--- src/rtl/gsp_pkg.sv ---
// gsp_pkg: shared definitions for the GSP unit arbiter.
//   GSP_NUM_BEATS  - default accepted beats per transaction (8 load + 15 unload)
//   GSP_IDLE_LIMIT - default owner-idle cycles before the transaction is aborted
//   gsp_state_e    - arbiter FSM state encoding
package gsp_pkg;

    localparam int GSP_NUM_BEATS  = 23;
    localparam int GSP_IDLE_LIMIT = 255;

    typedef enum logic [1:0] {
        ST_IDLE  = 2'd0,
        ST_BUSY  = 2'd1,
        ST_FLUSH = 2'd2
    } gsp_state_e;

endpackage

--- src/rtl/gsp_arbiter.sv ---
// gsp_arbiter: two-requester arbiter in front of a single shared GSP unit.
// A requester owns the unit for a whole NUM_BEATS transaction; ties go to
// the requester that did not own the unit last. An owner that stalls for
// IDLE_LIMIT+1 cycles is aborted through a one-cycle FLUSH that resets the unit.
// Ports:
//   clk, rst_n                  clock, synchronous active-low reset
//   req0/1, start0/1, a0/b0/a1/b1  requester side
//   gnt0/1, result0/1, wait_req0/1 requester side responses
//   u_start, u_a, u_b, u_rst    unit side drive
//   u_result, u_wait_req        unit side responses
//   txn_done, timeout           one-cycle completion / abort pulses
module gsp_arbiter
    import gsp_pkg::*;
#(
    parameter int NUM_BEATS  = GSP_NUM_BEATS,
    parameter int IDLE_LIMIT = GSP_IDLE_LIMIT
) (
    input  logic       clk,
    input  logic       rst_n,
    input  logic       req0,
    input  logic       req1,
    input  logic       start0,
    input  logic       start1,
    input  logic [7:0] a0,
    input  logic [7:0] b0,
    input  logic [7:0] a1,
    input  logic [7:0] b1,
    output logic       gnt0,
    output logic       gnt1,
    output logic [7:0] result0,
    output logic [7:0] result1,
    output logic       wait_req0,
    output logic       wait_req1,
    output logic       u_start,
    output logic [7:0] u_a,
    output logic [7:0] u_b,
    input  logic [7:0] u_result,
    input  logic       u_wait_req,
    output logic       u_rst,
    output logic       txn_done,
    output logic       timeout
);

    localparam int            BW        = (NUM_BEATS > 1) ? $clog2(NUM_BEATS) : 1;
    localparam logic [BW-1:0] LAST_BEAT = BW'(NUM_BEATS - 1);
    localparam logic [7:0]    IDLE_MAX  = 8'(IDLE_LIMIT);

    gsp_state_e    state_q, state_d;
    logic          owner_q, owner_d;
    logic          last_owner_q, last_owner_d;
    logic [BW-1:0] beat_q, beat_d;
    logic [7:0]    idle_q, idle_d;

    // Gated by rst_n so an in-flight beat cannot complete or leak to the
    // unit during the reset cycle itself.
    logic busy, own_start, accept, final_beat;

    assign busy       = (state_q == ST_BUSY) && rst_n;
    assign own_start  = owner_q ? start1 : start0;
    assign accept     = busy && own_start && !u_wait_req;
    assign final_beat = accept && (beat_q == LAST_BEAT);

    // State register
    always_ff @(posedge clk) begin
        if (!rst_n) begin
            state_q      <= ST_IDLE;
            owner_q      <= 1'b0;
            last_owner_q <= 1'b1;
            beat_q       <= '0;
            idle_q       <= '0;
        end else begin
            state_q      <= state_d;
            owner_q      <= owner_d;
            last_owner_q <= last_owner_d;
            beat_q       <= beat_d;
            idle_q       <= idle_d;
        end
    end

    // Next-state logic
    always_comb begin
        state_d      = state_q;
        owner_d      = owner_q;
        last_owner_d = last_owner_q;
        beat_d       = beat_q;
        idle_d       = idle_q;
        unique case (state_q)
            ST_IDLE: begin
                beat_d = '0;
                idle_d = '0;
                if (req0 || req1) begin
                    state_d = ST_BUSY;
                    // Tie: alternate away from the previous owner.
                    owner_d = (req0 && req1) ? ~last_owner_q : req1;
                end
            end
            ST_BUSY: begin
                if (accept)
                    beat_d = final_beat ? '0 : beat_q + BW'(1);
                // A unit stall is not the owner's fault, so it does not age.
                if (accept || u_wait_req)
                    idle_d = '0;
                else if (idle_q != IDLE_MAX)
                    idle_d = idle_q + 8'd1;
                // Completion beats the idle abort when both land together.
                if (final_beat) begin
                    state_d      = ST_IDLE;
                    last_owner_d = owner_q;
                end else if (idle_q == IDLE_MAX) begin
                    state_d = ST_FLUSH;
                end
            end
            ST_FLUSH: begin
                state_d      = ST_IDLE;
                beat_d       = '0;
                idle_d       = '0;
                last_owner_d = owner_q;
            end
            default: state_d = ST_IDLE;
        endcase
    end

    // Output logic
    always_comb begin
        gnt0      = (state_q == ST_BUSY) && !owner_q;
        gnt1      = (state_q == ST_BUSY) &&  owner_q;
        u_start   = 1'b0;
        u_a       = 8'd0;
        u_b       = 8'd0;
        result0   = 8'd0;
        result1   = 8'd0;
        wait_req0 = 1'b1;
        wait_req1 = 1'b1;
        if (busy) begin
            u_start = own_start;
            u_a     = owner_q ? a1 : a0;
            u_b     = owner_q ? b1 : b0;
            if (owner_q) begin
                result1   = u_result;
                wait_req1 = u_wait_req;
            end else begin
                result0   = u_result;
                wait_req0 = u_wait_req;
            end
        end
        u_rst    = !rst_n || (state_q == ST_FLUSH);
        txn_done = final_beat;
        timeout  = rst_n && (state_q == ST_FLUSH);
    end

endmodule

--- config.mk ---
export PLATFORM = sky130hd
export DESIGN_NAME = gsp_arbiter
export DESIGN_NICKNAME = d
export VERILOG_FILES = /design/src/rtl/gsp_pkg.sv /design/src/rtl/gsp_arbiter.sv
export SDC_FILE = /design/constraint.sdc
export NUM_CORES = 1
export LEC_CHECK = 0
export BUFFER_PORTS_ARGS = -buffer_cell sky130_fd_sc_hd__buf_2
export CORE_UTILIZATION = 46
export CTS_BUF_LIST = sky130_fd_sc_hd__clkbuf_16
export CTS_CLUSTER_DIAMETER = 60
export CTS_CLUSTER_SIZE = 12
export DETAILED_ROUTE_END_ITERATION = 8
export PLACE_DENSITY_LB_ADDON = 0.25
export SLEW_MARGIN = 20
export SYNTH_ARGS = -nofsm -noshare
export SYNTH_HDL_FRONTEND = slang
export SYNTH_SLANG_ARGS = --single-unit
--- constraint.sdc ---
create_clock -name clk -period 3.27 [get_ports clk]
set_input_delay 0.327 -clock clk [delete_from_list [all_inputs] [get_ports clk]]
set_output_delay 0.327 -clock clk [all_outputs]
set_load 0.03 [all_outputs]
Yosys cells after proc, flatten, opt, wreduce, memory -nomap -nowiden. Index checks and enable logic that the tools add are counted.

Bits in registers: 17. Latch bits: 0. Memory bits (writable): 0. Bits in read-only memories: 0. Input port bits: 47. Output and inout bits: 40. Word-level logic and storage cells: 68. Memories: 0.

Add/subtract/negate cells: 2. Multipliers: 0. Divide/modulo/power cells: 0. $lt $le $gt $ge: 0. Equality and inequality tests: 10. Shift operators: 0. Multiplexer cells: 27. Bitwise logic cells: 1. Reduce and logical (&&, ||, !) cells: 23.

Operators by type and width (number): two-way mux 8 bit (10); one-hot mux 8 bit (2 select lines) (1); two-way mux 5 bit (2); one-hot mux 5 bit (2 select lines) (1); AND reduction 2 bit (5); adder 8 x 1 -> 8 bit (second input constant) (1); equality test 8 bit (second input constant) (1); logical AND 1 bit (8); two-way mux 1 bit (8); inequality test 8 bit (second input constant) (1); two-way mux 2 bit (3); inequality test 2 bit (second input constant) (3); adder 5 x 1 -> 5 bit (second input constant) (1); equality test 5 bit (second input constant) (1); one-hot mux 2 bit (2 select lines) (1); nonzero test 2 bit (2); logical NOT 1 bit (3); logical OR 1 bit (3); inequality test 3 x 1 -> 1 bit (second input constant) (1); inequality test 3 x 2 -> 1 bit (second input constant) (1); equality test 2 x 1 -> 1 bit (second input constant) (1); equality test 2 bit (second input constant) (1); logical NOT 2 bit (1); one-hot mux 1 bit (2 select lines) (1); other kinds (2) (2).

Longest topological paths before layout.
Word-level depth: 8. Gate-level depth with buffers: 6. Mapped depth without buffers: 6.

Worst setup path before layout. Ideal clock, no wire load.

Path type: register -> register. From: reg state_q[1]. To: reg last_owner_q. Library setup time: 79 ps. Arrival: 1857 ps. Required time: 3191 ps. Setup slack: 1334 ps. Stages on the path, launching flop included: 7. Path buffers: 2. Period minus slack after synthesis: 1936 ps. Cell sequence: dfxtp_1 -> buf_2 -> nand3b_4 -> clkbuf_1 -> nor4_2 -> o21ai_1 -> o211ai_1.

Word-level cells in the longest chain between the ends: 7. Elaborated cells on any way between the ends: 10. Those cells by class: eq/ne: 3; mux: 1; reduce/logical: 6.

Ends and longest elaborated chain: start, declared (line gsp_arbiter.sv:48) `gsp_state_e state_q, state_d;`; start signal, assigned (line gsp_arbiter.sv:72) `state_q <= state_d;`; equality test 2 x 1 -> 1 bit (line gsp_arbiter.sv:58) `assign busy = (state_q == ST_BUSY) && rst_n;`; logical AND 1 bit (line gsp_arbiter.sv:58); logical AND 1 bit (2 in series) (line gsp_arbiter.sv:60) `assign accept = busy && own_start && !u_wait_req;`; logical AND 1 bit (line gsp_arbiter.sv:61) `assign final_beat = accept && (beat_q == LAST_BEAT);`; net txn_done (line gsp_arbiter.sv:40) `output logic txn_done,`; inequality test 2 bit (no source line); AND reduction 2 bit (no source line); end signal, assigned (line gsp_arbiter.sv:74) `last_owner_q <= last_owner_d;`; end, declared (line gsp_arbiter.sv:50) `logic last_owner_q, last_owner_d;`.

The timed path passes the listed nets, and every way through them passes these cells. A chain may end at the register's enable or synchronous reset.

Final worst setup path.
From: reg state_q[0]. To: out txn_done.

Word-level cells in the longest chain between the ends: 5.

Ends and longest elaborated chain (line): equality test 2 x 1 -> 1 bit (gsp_arbiter.sv:58); logical AND 1 bit (gsp_arbiter.sv:58); logical AND 1 bit (2 in series) (gsp_arbiter.sv:60); logical AND 1 bit (gsp_arbiter.sv:61); end, declared (gsp_arbiter.sv:40).

No other way between the ends.

==> flow_summary.json <==
{
  "antenna_found_initial": 0,
  "dr.first_iter.drc_count": 72,
  "maxCapViolations": 0,
  "r2r-end": "beat_q[2]",
  "ant_nets": 0,
  "critPathLaunchType": "flip-flop",
  "dpl.hpwl_mm": 2.83,
  "viasPerCell": 5.44,
  "grt_pass1_wl_mm": 6.00,
  "max_stage_delay_ns": 0.69,
  "fmax_mhz": 420,
  "critPathBufInv": 1,
  "diodes": 0,
  "slew_headroom_pct": 61.1,
  "start_util_pct": 48.6,
  "required_ns": 2.94,
  "die_x_um": 56.2,
  "cts_buffer_depth": 2,
  "vias": 1588,
  "final_max_slew_viol_count": 0,
  "path_cells": "nand3b_4 -> nor4_2 -> buf_2",
  "synthesis.area_um2": 1350,
  "layout_min_cycle_time_ns": 2.38,
  "wl_per_cell_um": 12.2,
  "path_clk_slew_ns": 0.05,
  "cts-buffers-inserted": 3,
  "io_pins": 87,
  "synthCells": 182,
  "r2r_slack_ns": 1.05,
  "post-route-util_pct": 66.8,
  "max_slew.worst_pin.slew_ns": 0.583,
  "hold_buffers": 0,
  "synth_edf_count": 0,
  "grt_overflow": 0,
  "dr.pass1.iters": 4,
  "core-area_um2": 2780,
  "status": "complete, no violations",
  "cp_top_family": "simple AND/OR/NAND/NOR gates",
  "crit_path_start": "state_q[0]",
  "rows": 19,
  "first_global_vias": 1398,
  "fillers": 259,
  "power_density_nw_per_um2": 346,
  "layout_common_cells": "86 x buf_2, 37 x nor2_1, 20 x nand2_1",
  "rsz0062_at_grt": "no",
  "hold_violations": 0,
  "clkLatencyLatePin_ns": 0.25,
  "grt_usage_pct": 23.4,
  "fin_nets": 312,
  "synth_ff_type": "dfxtp_1",
  "drive_above_1_share_pct": 36.4,
  "peakVddDrop_mv": 0.527,
  "ys_seq_area_share_pct": 25.2,
  "routed_wl_mm": 3.57,
  "cts_root_buf": "clkbuf_16",
  "crit_arrival_ns": 2.05,
  "synth_cell_types": 43,
  "synthArstFlopShare_pct": 0,
  "syn2layout_area_growth_pct": 37.4,
  "port_buffers": 86,
  "place_congestion": 0.814,
  "die-area_um2": 3160,
  "syn_nets": 232,
  "ff2ff_path_depth": 4,
  "cp_slowest_cell": "dfxtp_1",
  "leakage_uw": 0.000870,
  "fin_skew_ns": 0.00159,
  "avgSynthCellArea_um2": 7.42,
  "post_cts_resized": 0,
  "worstSetupPathDepth": 3,
  "htree_levels": 1,
  "cts_sinks": 17,
  "finalSetupViolCount": 0,
  "endpoint": "txn_done",
  "die_h_um": 56.2,
  "hold_class": "in -> reg",
  "drc_errors": 0,
  "tns_ns": 0,
  "end_kind": "output port",
  "min_period_over_period_pct": 72.8,
  "synth_seq_cells": 17,
  "r2r_start": "state_q[0]",
  "grt_max_degree": 26,
  "worst-setup-path-type": "reg -> out",
  "layout_commonest_cell": "buf_2",
  "critPathMaxFanout": 21,
  "cts_tree": "built",
  "yosys_warnings": 0,
  "cts_setup_buffers": 0
}
through the flow:
step / setup slack, ns / power [uW] / hold slack, ns / cells / instance area (um2)
detailed placement: 1.08 / 406 / 0.477 / 288 / 1780
global placement: 1.13 / 404 / 0.472 / 288 / 1780
CTS: 0.897 / 647 / 0.394 / 292 / 1860
finish: 0.889 / 642 / 0.398 / 292 / 1860
floorplan: 1.33 / 347 / 0.452 / 182 / 1350
global route: 0.679 / 676 / 0.402 / 292 / 1860
synth_stat cells (2+ instances only):
cell type,instances,area share (%)
nor2_1,37,10
nand2_1,20,5.6
mux2i_1,18,13
dfxtp_1,17,25
nand3_1,7,2.6
o21ai_0,7,2.6
nand4_1,6,2.8
nor2b_1,6,2.8
or3_1,6,2.8
clkbuf_1,5,1.4
buf_2,4,1.5
nand2b_1,4,1.9
a21boi_1,3,1.7
buf_1,3,0.83
ha_1,3,2.8
inv_1,3,0.83
o211ai_1,3,1.7
a21boi_0,2,1.1
and2_1,2,0.93
nand4b_1,2,1.3
nor4_1,2,0.93
worst register-to-register path, delay by kind of cell (launching register included):
| family | cells | cell delay (ns) |
|---|---|---|
| compound gates | 1 | 0.09 |
| simple gates | 3 | 1.37 |
| flops | 1 | 0.69 |
worst min-delay path by stage:
stage,from,end,slack [ns],depth (start not counted)
3_3_place_gp,idle_q[6],idle_q[6],0.47,2
3_5_place_dp,last_owner_q,last_owner_q,0.48,2
5_1_grt,req1,owner_q,0.40,3
2_1_floorplan,idle_q[5],idle_q[5],0.45,2
4_1_cts,req1,owner_q,0.39,3
6_report,req1,owner_q,0.40,3
area by class of cell:
type / count / area, um2 / area share (%)
clock buffer: 3 / 75.1 / 4.04
clock inverter: 1 / 3.75 / 0.202
inverter: 3 / 11.3 / 0.606
multi-input combinational: 150 / 950 / 51.1
sequential: 17 / 340 / 18.3
tap: 31 / 38.8 / 2.09
timing repair buffer: 87 / 438 / 23.6
registers in the layout (all words and copies together), names as in the netlist:
signal / cells
owner_q: 1
idle_q: 8
last_owner_q: 1
state_q: 2
beat_q: 5
metal layers:
metal	vias up	part of all wire (%)	global-route usage (%)
met3	0	5.4	6.28
li1	808	-	-
met2	61	53	41.0
met1	719	42	29.7
met4	0	0	2.09
met5	-	0	0
logic make-up after synthesis:
| kind of cell | share of synthesized area (%) |
|---|---|
| xor gates and xnor gates | 0.648 |
| and+or+nand+nor | 38.2 |
| buffers and inverters | 4.54 |
| AOI/OAI and AO/OA | 14.4 |
| muxes | 14.2 |
| DFF | 25.2 |
| adders and majority gates | 2.78 |
power by group:
part           total, uW  leakage, uW  switching, uW  internal, uW
registers            222     0.000138           10.6           212
clock network        240    0.0000423           77.5           162
logic                180     0.000690            114          65.7
Power figures use the tool's default switching activity.
